$ cat src/rtl/keypad_scanner.sv
// 4x4 matrix keypad scanner: walks a low column drive across the keypad,
// samples synchronised rows and publishes debounced whole-keypad frames.
module keypad_scanner #(
   parameter int SCAN_DIV       = 1000,
   parameter int DEBOUNCE_SCANS = 4
) (
   input  logic        clk,
   input  logic        reset_n,
   input  logic [3:0]  rows_n,
   output logic [3:0]  cols_n,
   output logic [15:0] buttons,
   output logic        changed
);

   localparam int DIV_W = (SCAN_DIV > 1) ? $clog2(SCAN_DIV) : 1;
   localparam int CNT_W = $clog2(DEBOUNCE_SCANS + 1);
   localparam logic [DIV_W-1:0] DIV_LAST = DIV_W'(SCAN_DIV - 1);
   localparam logic [CNT_W-1:0] CNT_MAX  = CNT_W'(DEBOUNCE_SCANS);

   typedef enum logic [1:0] {C0, C1, C2, C3} col_t;

   col_t             col, col_next;
   logic [DIV_W-1:0] divider;
   logic [3:0]       sync_a, sync_b;
   logic [3:0]       cols_next;
   logic [15:0]      frame, frame_next, prev_frame;
   logic [CNT_W-1:0] stable_count;
   logic             sample, frame_done;

   always_ff @(posedge clk or negedge reset_n) begin
      if (!reset_n) begin
         sync_a <= 4'b1111;
         sync_b <= 4'b1111;
      end else begin
         sync_a <= rows_n;
         sync_b <= sync_a;
      end
   end

   always_ff @(posedge clk or negedge reset_n) begin
      if (!reset_n)
         divider <= '0;
      else if (sample)
         divider <= '0;
      else
         divider <= divider + DIV_W'(1);
   end

   assign sample = (divider == DIV_LAST);

   always_ff @(posedge clk or negedge reset_n) begin
      if (!reset_n) begin
         col    <= C0;
         cols_n <= 4'b1110;
      end else if (sample) begin
         col    <= col_next;
         cols_n <= cols_next;
      end
   end

   // Next column and its drive pattern; the last column closes a frame.
   always_comb begin
      col_next   = col;
      cols_next  = 4'b1110;
      frame_done = 1'b0;
      case (col)
         C0: begin col_next = C1; cols_next = 4'b1101; end
         C1: begin col_next = C2; cols_next = 4'b1011; end
         C2: begin col_next = C3; cols_next = 4'b0111; end
         C3: begin col_next = C0; cols_next = 4'b1110; frame_done = sample; end
         default: begin col_next = C0; cols_next = 4'b1110; end
      endcase
   end

   always_comb begin
      frame_next = frame;
      for (int r = 0; r < 4; r++)
         frame_next[r*4 + int'(col)] = sync_b[r];
   end

   // A frame must repeat DEBOUNCE_SCANS times after its first sighting before it is published.
   always_ff @(posedge clk or negedge reset_n) begin
      if (!reset_n) begin
         frame        <= 16'hFFFF;
         prev_frame   <= 16'hFFFF;
         stable_count <= '0;
         buttons      <= 16'hFFFF;
         changed      <= 1'b0;
      end else begin
         changed <= 1'b0;
         if (sample)
            frame <= frame_next;
         if (frame_done) begin
            if (frame_next != prev_frame) begin
               prev_frame   <= frame_next;
               stable_count <= '0;
            end else if (stable_count < CNT_MAX) begin
               stable_count <= stable_count + CNT_W'(1);
               if ((stable_count + CNT_W'(1) == CNT_MAX) && (frame_next != buttons)) begin
                  buttons <= frame_next;
                  changed <= 1'b1;
               end
            end
         end
      end
   end

endmodule

$ cat config.mk
export PLATFORM = sky130hd
export DESIGN_NAME = keypad_scanner
export DESIGN_NICKNAME = d
export VERILOG_FILES = /design/src/rtl/keypad_scanner.sv
export SDC_FILE = /design/constraint.sdc
export NUM_CORES = 1
export LEC_CHECK = 0
export ABC_AREA = 1
export BUFFER_PORTS_ARGS = -buffer_cell sky130_fd_sc_hd__buf_4
export CORE_MARGIN = 2
export CORE_UTILIZATION = 33
export CTS_CLUSTER_SIZE = 16
export DETAILED_ROUTE_END_ITERATION = 6
export GPL_ROUTABILITY_DRIVEN = 0
export PLACE_DENSITY_LB_ADDON = 0.15
export SKIP_LAST_GASP = 1
export SLEW_MARGIN = 20
export SYNTH_ARGS = -nofsm -noshare
export SYNTH_HDL_FRONTEND = slang
export SYNTH_SLANG_ARGS = --single-unit
$ cat constraint.sdc
create_clock -name clk -period 3.3 [get_ports clk]
set_input_delay 0.165 -clock clk [delete_from_list [all_inputs] [get_ports clk]]
set_output_delay 0.165 -clock clk [all_outputs]
set_load 0.05 [all_outputs]
==> results by group, run 1 <==
Floorplan
  – Chip Height: 113.4 µm
  – Effective utilization at floorplan: 34.12%
  – Die X-Extent: 113.4 µm
  – Number of top-level pins: 27
  – Core outline area: 11560 µm²
  – Die area: 12850 µm²
  – # rows: 39

Setup path
  – Largest driver fanout on the critical path: 35
  – Data required, critical path: 3.55 ns
  – Worst setup SP type: flop
  – Kind of capture point of the worst setup path: flop
  – Reg2Reg Launch Point: col[0]$_DFFE_PN0N_
  – Setup slack of the most critical reg-to-reg path: 0.62 ns
  – Endpoint of the lowest-slack register-to-register path: prev_frame[13]$_DFFE_PN1P_
  – Worst Reg2Reg Path Length in Cells: 14
  – WS Path Type: flop to flop
  – Arrival time worst endpoint: 2.93 ns

Layout
  – Final std cells w/o fill: 687
  – Fraction of layout instances using a drive strength above 1: 23.35%
  – Count of inserted antenna diode cells: 0
  – Synth-to-layout area growth: 17.18%
  – Area taken by multi-input logic gates: 1678 µm²
  – Final #Nets: 555
  – Filler cell count in the final layout: 1164
  – Area taken by flip-flops and latches: 1976 µm²

Global routing
  – Largest net degree at the start of global routing: 77
  – Initial antenna violation count: 0
  – Via count of the first global-routing pass: 3222
  – Leftover overflow at the end of global routing: 0
  – Total global routing track utilization: 16.71%
  – Global-route wire length before repair: 16550 µm

Detailed routing
  – DRC errors left: 0
  – Overall via count from detail_route: 3195
  – Ratio of routed vias to standard cells: 4.651
  – Number of violations reported at the end of detailed-routing iteration 0: 177
  – Routed Wire Length: 9588 µm
  – Routed Antenna Nets: 0
  – Drt pass-1 iters: 4
  – Routed wire per std cell: 13.96 µm

Clocking
  – Clock tree from TritonCTS: built
  – Clock root buffer master: clkbuf_16
  – Post-CTS repair timing setup buffer count: 0
  – Clock sink total: 76
  – Reg clk slew, reported paths: 0.06 ns
  – Cts hold-fix bufs: 4
  – CTS Buffer Depth: 2
  – Clock network latency to the later pin of the worst-skew pair: 0.34 ns
  – Total CTS buffers: 9
  – Post-cts sizing count: 0
  – H-Tree Depth: 3

Timing
  – Maximum frequency from static timing analysis: 0.3732 GHz
  – Final clock period utilization by the worst path: 81.20%
  – Total count of max-transition violations in the final report: 0
  – Final number of hold-violating endpoints: 2
  – Total negative slack for setup checks: 0 ns
  – Clock period minus worst slack: 2.680 ns
  – Unrepaired setup endpoints after global routing: no
  – Setup-violating endpoint count in the final report: 0
  – WHS: -0.01458 ns
  – Measured slew at the worst slew-check pin: 0.9614 ns
  – Rel. slew slack: 35.91%
  – Layout Skew: 0.007420 ns

Pwr
  – Worst ir drop on vdd: 0.1971 mV
  – Total power per unit cell area: 421.7 nW/µm²
  – Cell leakage power: 2.143 nW

Logic synthesis
  – Mean Syn Cell Area: 7.830 µm²
  – Total number of yosys warnings: 0
  – Cell area after synthesis: 3946 µm²
  – Sequential element share of the synthesized area: 50.06%
  – Top area cells in the synthesized netlist: dfstp_2, nand2_1, dfrtp_1
  – Synthesized Nets: 520
  – Fraction of synthesized cell area taken by the top area cell type: 39.28%
  – Number of standard cells after synthesis: 504
  – Post-synth EDFFs: 0
  – Primary FF master, synth: dfstp_2
  – Leading cell types by count after synthesis: nand2_1, inv_1, dfstp_2
  – Number of distinct library cells after synthesis: 27
  – Leading area contributor after synthesis: dfstp_2
  – Asr flop ratio synth: 100.0%
  – Most instantiated library cell after synthesis: nand2_1
  – Post-synthesis sequential element count: 76

Placement
  – Number of buffers inserted by port buffering: 26
  – Placed instance count: 667
  – Detailed placer's ending HPWL: 6636 µm

Run status
  – Status: finished, violations left
  – Violated checks: hold timing

Job
  – Max-cap violation count: 0

Hold path
  – Path class of the lowest-slack min-delay path: primary input to asynchronous set/reset pin
layer usage:
metal | part of all wire (%) | up-vias | GRT usage [%]
li1 | - | 1641 | -
met1 | 50 | 1476 | 22.79
met2 | 44 | 62 | 25.51
met3 | 3.8 | 16 | 4.285
met4 | 2.2 | 0 | 6.504
met5 | 0 | - | 0
how the worst max path moves through the flow:
stage	from	end	slack [ns]	cells past startpoint
final	col[0]$_DFFE_PN0N_	prev_frame[13]$_DFFE_PN1P_	0.62	14
after global routing	col[0]$_DFFE_PN0N_	prev_frame[4]$_DFFE_PN1P_	0.26	14
after floorplan	col[1]$_DFFE_PN0N_	buttons[13]$_DFFE_PN1P_	1.29	16
after CTS	col[0]$_DFFE_PN0N_	buttons[9]$_DFFE_PN1P_	0.60	15
after detailed placement	col[0]$_DFFE_PN0N_	buttons[9]$_DFFE_PN1P_	0.62	15
after global placement	col[0]$_DFFE_PN0N_	buttons[9]$_DFFE_PN1P_	0.63	15
where the power goes:
group          switching [mW]  internal (mW)  total (mW)  leakage, nW
logic                  0.0328         0.0136      0.0465         1.17
registers             0.00523          0.944       0.950        0.833
clock network           0.384          0.570       0.954        0.138
state kept, by name, indices dropped and copies added (netlist names):
register	count
frame	16
cols_n	4
col	2
changed	1
stable_count	3
buttons	16
divider	10
prev_frame	16
sync_a	4
sync_b	4
layout by cell type, fill, tap and decap left out, types with 9 or more instances in the layout:
cell type,count
nand2_1,193
inv_1,60
dfstp_2,59
nand3_1,44
o21ai_0,40
buf_4,30
nor2_1,21
dfrtp_1,17
nand2_2,15
nand3b_1,13
ha_1,10
clkbuf_16,9
critical path: stages (launching register included):
cell,delay (ns)
dfrtp_1,0.44
inv_1,0.15
ha_1,0.38
inv_2,0.14
nand2_2,0.11
nand2_2,0.08
nand2_1,0.06
nand2_1,0.06
nor2_1,0.12
nand2_1,0.10
nor2_1,0.14
nand2_2,0.11
nand2_2,0.48
nand2_1,0.10
o21ai_0,0.11
kinds of logic (layout without fill, tap and decap cells):
group / count (synthesis) / after routing / synth area share (%)
AND/OR/NAND/NOR: 295 / 295 / 32.66
flip-flops: 76 / 76 / 50.06
buffers and inverters: 73 / 113 / 7.419
AO/OA/AOI/OAI: 48 / 48 / 6.246
adder cells (fa/ha/maj): 10 / 10 / 3.171
XOR/XNOR: 2 / 2 / 0.4440
cell type report:
type	count	share of cell area, %
Sequential cell	76	42.72
Timing Repair Buffer	34	5.736
Tap cell	143	3.869
Clock inverter	3	0.4329
Multi-Input combinational cell	355	36.28
Clock buffer	13	5.844
Inverter	63	5.114
metrics by stage:
step | power, mW | util [%] | hold slack [ns] | setup WS [ns] | instance area, µm²
2_1_floorplan | 0.9777 | - | -0.1306 | 1.289 | 3946
3_5_place_dp | 1.009 | 37.13 | 0.2743 | 0.6217 | 4294
4_1_cts | 1.988 | 39.99 | 0.03246 | 0.5980 | 4624
3_3_place_gp | 1.009 | 37.13 | 0.2737 | 0.6344 | 4294
5_1_grt | 2.041 | 39.99 | 0.07002 | 0.2609 | 4624
6_report | 1.950 | 39.99 | -0.01458 | 0.6204 | 4624
No activity file was read; power rests on OpenSTA's default activity.
==> run 2: changes to the inputs <==
- clock period: 3.3 -> 2.6 ns (I/O delays scaled with it)
==> results by group, run 2 (synthesis gave the netlist of run 1 again) <==
Detailed routing
  – Routed wire per std cell: 13.87 µm (-0.60%)
  – Overall via count from detail_route: 3244 (+1.5%)
  – Routed Wire Length: 9628 µm (+0.42%)
  – DRC errors left: 0 (unchanged)
  – Number of violations reported at the end of detailed-routing iteration 0: 206 (+16%)
  – Drt pass-1 iters: 5 (+1)
  – Routed Antenna Nets: 0 (unchanged)
  – Ratio of routed vias to standard cells: 4.674 (+0.51%)

Clocking
  – Reg clk slew, reported paths: 0.06 ns (about the same)
  – Clock sink total: 76 (unchanged)
  – Clock tree from TritonCTS: built
  – H-Tree Depth: 3 (unchanged)
  – Total CTS buffers: 9 (unchanged)
  – Clock root buffer master: clkbuf_16
  – CTS Buffer Depth: 2 (unchanged)
  – Clock network latency to the later pin of the worst-skew pair: 0.33 ns (about the same)
  – Post-CTS repair timing setup buffer count: 0 (unchanged)

Setup path
  – Number of logic stages on the critical path including buffering: 15 (+1)
  – WS Path Type: flop to flop
  – Largest driver fanout on the critical path: 9 (-74%)
  – Arrival time worst endpoint: 2.60 ns (-0.33 ns)
  – Worst setup SP type: flop
  – Kind of capture point of the worst setup path: flop
  – Family with the most delay on the worst path: simple AND/OR/NAND/NOR gates
  – Biggest cell delay along the critical path: 0.42 ns (-0.06 ns)
  – Master of the slowest instance on the critical path: dfrtp_1
  – Cell-by-cell trace of the critical path: inv_1, ha_1, buf_4, nand2_1, nand2_1, nand2_1, nand2_1, nor2_1, nand2_1, nor2_1, nand2_2, nor2_8, buf_4, nand3_1, nand2_1
  – Data required, critical path: 2.87 ns (-0.68 ns)
  – Top cell by count, worst path: nand2_1
  – Crit path buffers/inverters: 3 (+1)
  – Worst Reg2Reg Path Length in Cells: 15 (+1)

Timing
  – Setup-violating endpoint count in the final report: 0 (unchanged)
  – Total count of max-transition violations in the final report: 0 (unchanged)
  – Clock period minus worst slack: 2.323 ns (-0.3571 ns)
  – Total negative slack for setup checks: 0 ns (unchanged)
  – Final clock period utilization by the worst path: 89.33% (+8.1 points)
  – Rel. slew slack: 45.78% (+9.9 points)
  – Final number of hold-violating endpoints: 0 (-2)
  – Measured slew at the worst slew-check pin: 0.8133 ns (-0.1480 ns)
  – Maximum frequency from static timing analysis: 0.4306 GHz (+15%)
  – Layout Skew: 0.007430 ns (+0.000009410 ns)
  – Unrepaired setup endpoints after global routing: no

Layout
  – Count of inserted antenna diode cells: 0 (unchanged)
  – Synth-to-layout area growth: 18.93%
  – Most frequent cells in the layout: nand2_1, inv_1, dfstp_2
  – Most frequent standard cell in the layout excluding fill and tap cells: nand2_1
  – Largest registers: buttons (16), frame (16), prev_frame (16)
  – Filler cell count in the final layout: 1167 (+0.26%)
  – Area taken by flip-flops and latches: 1976 µm² (unchanged)
  – Final #Nets: 562 (+1.3%)
  – Area taken by multi-input logic gates: 1680 µm² (+0.15%)
  – Fraction of layout instances using a drive strength above 1: 23.77% (+0.43 points)

Floorplan
  – Core outline area: 11560 µm² (unchanged)
  – Effective utilization at floorplan: 34.12% (unchanged)
  – # rows: 39 (unchanged)
  – Number of top-level pins: 27 (unchanged)
  – Die X-Extent: 113.4 µm (unchanged)
  – Chip Height: 113.4 µm (unchanged)
  – Die area: 12850 µm² (unchanged)

Placement
  – Detailed placer's ending HPWL: 6839 µm (+3.1%)
  – Number of buffers inserted by port buffering: 26 (unchanged)

Pwr
  – Worst ir drop on vdd: 0.2434 mV (+23%)
  – Total chip power: 2.501 mW (+28%)
  – Total power per unit cell area: 532.8 nW/µm² (+26%)
  – Cell leakage power: 2.184 nW (+1.9%)

Global routing
  – Total global routing track utilization: 16.24% (-0.47 points)
  – Leftover overflow at the end of global routing: 0 (unchanged)
  – Via count of the first global-routing pass: 3018 (-6.3%)
  – Initial antenna violation count: 0 (unchanged)
  – Largest net degree at the start of global routing: 64 (-17%)
  – Global-route wire length before repair: 16010 µm (-3.3%)

Hold path
  – Path class of the lowest-slack min-delay path: flop to flop
  – Number of stages on the worst hold path: 0

Run status
  – Status: finished, final reports clean

Job
  – Max-cap violation count: 0 (unchanged)
==> run 2: final cells by class <==
type | instances | area share [%]
clock inverter | 2 | 0.7465
sequential | 76 | 42.10
timing repair buffer | 41 | 7.091
inverter | 63 | 5.039
clock buffer | 14 | 5.412
tap | 143 | 3.812
multi-input combinational | 355 | 35.80
==> run 2: through the flow <==
step	utilization [%]	std cells	area (µm²)	setup slack (ns)	hold WS (ns)
global placement	37.63	673	4352	0.1888	0.2388
finish	40.58	694	4693	0.2775	0.3543
floorplan	-	504	3946	0.5893	-0.1656
detailed placement	37.63	673	4352	0.2183	0.2403
global route	40.58	694	4693	0.02518	0.3634
CTS	40.56	694	4691	0.1902	0.3557
==> run 2: repair_timing <==
| item | 4_1_cts | 5_1_grt |
|---|---|---|
| hold buffers | 5 | 0 |
| resized for setup | 0 | 1 |
| endpoints found under the setup margin | 0 | 21 |
| endpoints found under the hold margin | 21 | 0 |
==> run 2: routing by layer <==
| layer | up-vias | part of all wire [%] | GRT usage [%] |
|---|---|---|---|
| met5 | - | 0 | 0 |
| met4 | 0 | 2.2 | 6.911 |
| met3 | 12 | 4.0 | 3.374 |
| met2 | 65 | 44 | 24.55 |
| met1 | 1510 | 49 | 22.62 |
| li1 | 1657 | - | - |
==> run 2: worst paths after layout <==
check,slack (ns),endpoint,start
max,0.28,buttons[10]$_DFFE_PN1P_,col[0]$_DFFE_PN0N_
min,0.35,sync_b[0]$_DFF_PN1_,sync_a[0]$_DFF_PN1_
max reg2reg,0.28,buttons[10]$_DFFE_PN1P_,col[0]$_DFFE_PN0N_
min reg2reg,0.35,sync_b[0]$_DFF_PN1_,sync_a[0]$_DFF_PN1_
max in group asynchronous,1.38,frame[9]$_DFFE_PN1N_,reset_n
min in group asynchronous,0.45,col[0]$_DFFE_PN0N_,reset_n
==> run 2: worst reg2reg max path: stages (launching register included) <==
cell     delay (ns)
dfrtp_1        0.42
inv_1          0.11
ha_1           0.26
buf_4          0.18
nand2_1        0.10
nand2_1        0.11
nand2_1        0.07
nand2_1        0.05
nor2_1         0.13
nand2_1        0.08
nor2_1         0.13
nand2_2        0.11
nor2_8         0.12
buf_4          0.20
nand3_1        0.11
nand2_1        0.08
==> run 2: power by group <==
part,switching (mW),total (mW),internal (mW)
Clock,0.464,1.23,0.770
Combinational,0.0423,0.0616,0.0194
Sequential,0.00688,1.21,1.20
Total,0.513,2.50,1.99
